$ cat config.mk
export PLATFORM = sky130hd
export DESIGN_NAME = fetch_stage
export DESIGN_NICKNAME = d
export VERILOG_FILES = /design/src/rtl/fetch_stage.sv
export SDC_FILE = /design/constraint.sdc
export NUM_CORES = 1
export LEC_CHECK = 0
export ABC_AREA = 1
export CAP_MARGIN = 20
export CELL_PAD_IN_SITES_DETAIL_PLACEMENT = 0
export CELL_PAD_IN_SITES_GLOBAL_PLACEMENT = 1
export CORE_MARGIN = 2
export CORE_UTILIZATION = 39
export CTS_CLUSTER_SIZE = 8
export DETAILED_ROUTE_END_ITERATION = 10
export PLACE_DENSITY_LB_ADDON = 0.1
export REMOVE_ABC_BUFFERS = 1
export SLEW_MARGIN = 10
export SYNTH_ARGS = -nofsm -noshare
export SYNTH_HDL_FRONTEND = slang
export SYNTH_SLANG_ARGS = --single-unit
$ cat constraint.sdc
create_clock -name clk -period 4.3 [get_ports clk]
set_clock_uncertainty 0.1 [all_clocks]
set_input_delay 0.43 -clock clk [delete_from_list [all_inputs] [get_ports clk]]
set_output_delay 0.43 -clock clk [all_outputs]
set_load 0.005 [all_outputs]
$ cat src/rtl/fetch_stage.sv
// Instruction-fetch stage: owns the PC, issues in-order requests to a variable-latency
// instruction memory and buffers returned words in a small queue drained by decode.
module fetch_stage #(
   parameter logic [31:0] RESET_PC = 32'h0000_0000,
   parameter int unsigned QDEPTH   = 4
) (
   input  logic        clk,
   input  logic        rst,
   input  logic        br_selE,
   input  logic [31:0] br_targetE,
   output logic        imem_req_valid,
   input  logic        imem_req_ready,
   output logic [31:0] imem_addr,
   input  logic        imem_rsp_valid,
   input  logic [31:0] imem_rsp_data,
   output logic        instr_validD,
   input  logic        instr_readyD,
   output logic [31:0] instrD,
   output logic [31:0] pcD
);

   localparam int unsigned PW = $clog2(QDEPTH);
   localparam int unsigned CW = PW + 1;
   localparam logic [CW:0] QDEPTH_EXT = QDEPTH[CW:0];
   localparam logic [31:0] NOP = 32'h0000_0013;

   typedef struct packed {
      logic [31:0] pc;
      logic [31:0] instr;
   } entry_t;

   logic [31:0]   pc_q, pc_d;
   logic [31:0]   r_q, r_d;
   logic [CW-1:0] c_q, c_d;
   logic [CW-1:0] p_q, p_d;
   logic [CW-1:0] x_q, x_d;
   logic [PW-1:0] head_q, head_d;
   logic [PW-1:0] tail_q, tail_d;
   entry_t        queue_mem [QDEPTH];

   logic        req_fire;
   logic        enq;
   logic        deq;
   logic [31:0] target;
   logic [CW:0] inflight;
   logic        unused_target_bits;

   // Targets are word aligned; the low two bits carry no information.
   assign target             = {br_targetE[31:2], 2'b00};
   assign unused_target_bits = ^br_targetE[1:0];

   // Credit check counts every slot already promised: queued words plus requests in flight.
   assign inflight       = {1'b0, p_q} + {1'b0, c_q};
   assign imem_req_valid = !rst && !br_selE && (inflight < QDEPTH_EXT);
   assign imem_addr      = pc_q;
   assign req_fire       = imem_req_valid && imem_req_ready;

   assign instr_validD = (c_q != '0);
   assign instrD       = instr_validD ? queue_mem[head_q].instr : NOP;
   assign pcD          = instr_validD ? queue_mem[head_q].pc    : 32'h0000_0000;

   always_comb begin
      // NOTE: every variable gets a default first so no path through the block infers a latch.
      pc_d   = pc_q;
      r_d    = r_q;
      c_d    = c_q;
      p_d    = p_q;
      x_d    = x_q;
      head_d = head_q;
      tail_d = tail_q;
      enq    = 1'b0;
      deq    = 1'b0;

      if (br_selE) begin
         pc_d   = target;
         r_d    = target;
         c_d    = '0;
         head_d = '0;
         tail_d = '0;
         p_d    = p_q - CW'(imem_rsp_valid);
         x_d    = p_d;
      end else begin
         if (req_fire) begin
            pc_d = pc_q + 32'd4;
         end
         p_d = p_q + CW'(req_fire) - CW'(imem_rsp_valid);

         // Responses that belong to a redirected-away path are counted off before enqueueing.
         if (imem_rsp_valid) begin
            if (x_q != '0) begin
               x_d = x_q - CW'(1);
            end else begin
               enq    = 1'b1;
               r_d    = r_q + 32'd4;
               tail_d = tail_q + PW'(1);
            end
         end

         deq = instr_validD && instr_readyD;
         if (deq) begin
            head_d = head_q + PW'(1);
         end
         c_d = c_q + CW'(enq) - CW'(deq);
      end
   end

   // NOTE: sequential state uses non-blocking assignments so all flops update from pre-edge values.
   always_ff @(posedge clk) begin
      if (rst) begin
         pc_q   <= RESET_PC;
         r_q    <= RESET_PC;
         c_q    <= '0;
         p_q    <= '0;
         x_q    <= '0;
         head_q <= '0;
         tail_q <= '0;
      end else begin
         pc_q   <= pc_d;
         r_q    <= r_d;
         c_q    <= c_d;
         p_q    <= p_d;
         x_q    <= x_d;
         head_q <= head_d;
         tail_q <= tail_d;
      end
   end

   // NOTE: the queue storage is not reset; an entry is only visible once the count covers it.
   always_ff @(posedge clk) begin
      if (enq && !rst) begin
         queue_mem[tail_q] <= '{pc: r_q, instr: imem_rsp_data};
      end
   end

endmodule
Word-level counts from Yosys, hierarchy flattened
Memories as Yosys holds them, arrays and structs flattened. A register that Yosys moved wholly into a read port is not among the register bits.
Index checks and enable logic that the tools add are counted.
{"block": "totals", "input_bits": 70, "mem_count": 1, "reg_bits": 77, "wordCells": 59, "mem_bits_rw": 256, "out_inout_bits": 98}
{"block": "classes", "eq_ne": 1, "n_lt_le_gt_ge": 1, "bitwise_logic": 1, "n_mux": 19, "n_reduce_logical": 16, "addsub": 11}
{"memory": "queue_mem", "depth": 4, "word_bits": 64, "read_ports": 1, "rd_clocked_by_memory_dff": 1, "write_ports": 1, "line": "39", "rtl": "entry_t queue_mem [QDEPTH];"}
{"cell": "32-bit two-way mux", "count": 7}
{"cell": "32-bit by 3-bit adder with 32-bit output, second input constant", "count": 2}
{"cell": "3-bit two-way mux", "count": 4}
{"cell": "3-bit by 1-bit subtractor with 3-bit output", "count": 3}
{"cell": "3-bit by 1-bit adder with 3-bit output", "count": 2}
{"cell": "1-bit two-way mux", "count": 6}
{"cell": "2-bit AND reduction", "count": 3}
{"cell": "2-bit nonzero test", "count": 3}
{"cell": "3-bit nonzero test", "count": 2}
{"cell": "1-bit logical AND", "count": 5}
{"cell": "2-bit by 1-bit adder with 2-bit output, second input constant", "count": 2}
{"cell": "3-bit by 3-bit adder with 4-bit output", "count": 1}
{"cell": "4-bit by 3-bit less-than comparator with 1-bit output, second input constant", "count": 1}
{"cell": "2-bit two-way mux", "count": 2}
{"cell": "3-bit by 1-bit subtractor with 3-bit output, second input constant", "count": 1}
{"cell": "1-bit logical NOT", "count": 2}
{"cell": "2-bit != test, second input constant", "count": 1}
{"cell": "2-bit OR reduction", "count": 1}
{"cell": "1-bit inverter", "count": 1}

Longest topological paths before layout
{"block": "depth", "ltp_word": 8, "mapped_depth": 13, "depth_no_buf": 13}

Worst setup path before layout
Ideal clock, no wire load.
{"block": "synth_timing", "path_kind": "flip-flop to flip-flop", "from": "register x_q[0]", "to": "memory queue_mem[0][0] in the netlist's numbering (enable)", "setup_slack_ns": -0.065, "path_stages_with_launch": 9, "synth_period_minus_slack_ns": 4.365, "t_arrival_ns": 3.783, "t_required_ns": 3.718, "setup_time_ns": 0.482, "n_path_buf": 0, "cell_sequence": "dfxtp_1 > inv_1 > ha_1 > inv_1 > nor2_1 > nand2_2 > nor2_2 > inv_1 > nor2_1"}
{"block": "synth_via", "elab_chain_cells": 8}
{"item": "start: declaration", "line": "36", "rtl": "logic [CW-1:0] x_q, x_d;"}
{"item": "start signal: assignment", "line": "114", "rtl": "x_q <= '0;"}
{"item": "start signal: assignment", "line": "122", "rtl": "x_q <= x_d;"}
{"item": "3-bit nonzero test", "line": "90", "rtl": "if (x_q != '0) begin"}
{"item": "1-bit two-way mux", "line": "90"}
{"item": "1-bit two-way mux", "line": "89", "rtl": "if (imem_rsp_valid) begin"}
{"item": "1-bit two-way mux (2 in a row)", "line": "74", "rtl": "if (br_selE) begin"}
{"item": "1-bit logical AND", "line": "130", "rtl": "if (enq && !rst) begin"}
{"item": "1-bit two-way mux", "line": "130"}
{"item": "1-bit two-way mux (not written as such)", "line": "131", "rtl": "queue_mem[tail_q] <= '{pc: r_q, instr: imem_rsp_data};"}
{"item": "end: declaration", "line": "39"}
Every way passes these cells. The select of a mux whose other input is x is not followed.

==> flow_summary.json <==
{
  "cts.repair.resized": 0,
  "crit_fanout": 37,
  "tns_ns": 0,
  "ys_top_cells_by_area": "edfxtp_1 (51%), dfxtp_1 (10%), nor2_1 (9.0%)",
  "avgRoutedWirePerCell_um": 17.4,
  "wl_met2_mm": 18.0,
  "nets": 1811,
  "io_pins": 168,
  "met3WireLength_mm": 1.67,
  "ys_top_cells_by_count": "nor2_1 (348), nand2_1 (279), edfxtp_1 (248)",
  "rsz0062_at_grt": "false",
  "comb_power_share_pct": 9.4,
  "wl_mm": 38.2,
  "seq_area_frac_synth_pct": 61.7,
  "grt_max_degree": 63,
  "die_area_um2": 38700,
  "numCtsBuffers": 46,
  "cts.path.max_buffers": 3,
  "clkTransAtPathRegs_ns": 0.05,
  "cp.arrival_ns": 2.90,
  "num_rows": 70,
  "layout-drive-gt1-share_pct": 5.53,
  "fmax_mhz": 292,
  "post-route-util_pct": 48.9,
  "maxCapViolCount": 0,
  "p_int_mw": 5.74,
  "area_growth_pct": 23.4,
  "crit_type": "flip-flop to output pin",
  "grtUsageTotal_pct": 19.8,
  "ys_types": 37,
  "relSlewSlack_pct": 39.8,
  "tritoncts_num_sinks": 323,
  "hold_viol": 0,
  "timing.final.crit_share_pct": 79.7,
  "vias_per_cell": 4.98,
  "synthFlopType": "edfxtp_1",
  "cts_setup_buffers": 0,
  "place_congestion": 0.780,
  "clkPwrFrac_pct": 43.2,
  "p_per_area_nw_per_um2": 417,
  "crit_path_start_kind": "flip-flop",
  "cts.htree.levels": 2,
  "tightestPinTransition_ns": 0.902,
  "overflow": 0,
  "setup_viol": 0,
  "clock_latency_ns": 0.54,
  "avgSynthCellArea_um2": 9.30,
  "vias": 11000,
  "routed.top_layer": "met4",
  "io_buffer_count": 161,
  "post-route-min-period_ns": 3.43,
  "cts_tree": "yes",
  "grt_pass1_wl_mm": 59.9,
  "diodes": 0,
  "syn_area_um2": 14500,
  "ir_drop_uv": 330,
  "slew_viol_final": 0,
  "die_h_um": 197,
  "syn_inst": 1560,
  "antenna_found_initial": 0,
  "placedCellCount": 2143,
  "drt-initial-drc-count": 531,
  "wl_met1_mm": 17.9,
  "yosysMostFrequentCell": "nor2_1",
  "synth_warnings": 0,
  "synth_top_area_share_pct": 51.4,
  "ys_ff_latch": 323,
  "cp.required_ns": 3.77,
  "hp-class": "input pin to flip-flop",
  "yosys.area.top_type": "edfxtp_1",
  "drt_first_pass_iters": 5,
  "swShare_pct": 23.0,
  "total_power_mw": 7.46,
  "seq_power_share_pct": 47.4,
  "synth_edf_count": 248,
  "dp_hpwl_mm": 23.8,
  "core-area_um2": 36600,
  "clockRootBuffer": "clkbuf_16",
  "drc": 0,
  "critPathCaptureType": "output pin",
  "die_w_um": 197,
  "start_util_pct": 39.6,
  "final_cells": 2203,
  "status": "finished, final reports clean",
  "p_switching_mw": 1.72,
  "first_global_vias": 10700,
  "leakage_nw": 6.43,
  "setup_slack_ns": 0.873,
  "ctsHoldBuffers": 0,
  "async_reset_ff_share_pct": 0,
  "antenna_left": 0,
  "post-place-ws_ns": 0.901
}
-- logic make-up after synthesis --
group,after synthesis,share of synthesized area [%]
flip-flops,323,61.7
adder cells (fa/ha/maj),18,1.66
other,1,0.0259
AND/OR/NAND/NOR,728,20.2
XOR/XNOR,15,0.906
buffers and inverters,180,5.03
AO/OA/AOI/OAI,295,10.5
-- layout by cell type (no fill, tap or decap), types with 5 or more instances in the layout --
cell type,synthesis,routed
inv_1,106,106
dfxtp_1,75,73
nor2_4,2,6
xor2_1,11,11
ha_1,16,16
o21bai_1,5,5
nand2_1,279,279
nand3b_1,8,8
buf_4,5,17
nor2_2,5,5
clkbuf_1,46,11
a21oi_1,112,112
edfxtp_1,248,248
nor2_1,348,344
nand3_1,66,66
clkbuf_16,0,46
clkdlybuf4s50_1,0,160
a31oi_1,10,10
o21ai_0,162,162
-- stage by stage --
step                      hold WS, ns  cell area, µm²
after floorplan                 0.336           14200
after global placement          0.345           16600
after detailed placement        0.348           16600
after CTS                       0.168           17900
after global routing            0.209           17900
final                           0.184           17900
-- metal layers --
metal  GRT usage, %  vias up
met2           32.9      229
met3           3.06       55
met4           5.07        0
met5              0        -
li1               -     5535
met1           27.4     5141
-- area by class of cell --
| cell class | count | area (µm²) |
|---|---|---|
| Multi-Input combinational cell | 1060 | 4870 |
| Clock inverter | 3 | 66.3 |
| Tap cell | 468 | 586 |
| Fill cell | 3474 | 18700 |
| Inverter | 110 | 413 |
| Clock buffer | 57 | 1190 |
| Timing Repair Buffer | 182 | 1810 |
| Sequential cell | 323 | 8950 |
-- power groups by stage --
stage	Sequential (mW)	Combinational [mW]	Clock, mW
finish	3.54	0.700	3.22
global route	3.55	0.781	3.43
CTS	3.54	0.715	3.30
detailed placement	3.59	0.712	0
global placement	3.59	0.704	0
floorplan	3.57	0.312	0
-- worst max-delay path, cell delays in order (launching register included) --
cell and delay [ns]:
dfxtp_4 0.47, inv_2 0.47, buf_4 0.44, nor2_1 0.08, nor2_1 0.09, o21ai_0 0.09
o311ai_0 0.12, clkdlybuf4s50_1 0.56
-- final timing paths --
path,start,end,slack [ns],depth (start not counted)
hold reg to reg,head_q[1],flip-flop,0.36,2
setup / recovery,flip-flop,instrD[4],0.87,7
setup reg to reg,x_q[0],queue_mem[3][43],1.42,9
hold / removal,rst,c_q[2],0.18,4
-- sequential cells by signal, summed over array words and instances (netlist names), named ones only --
| register | count |
|---|---|
| x_q | 3 |
| tail_q | 2 |
| head_q | 2 |
| queue_mem | 248 |
| imem_addr | 30 |
| c_q | 3 |
| p_q | 3 |
| r_q | 30 |
Power figures use the tool's default switching activity.
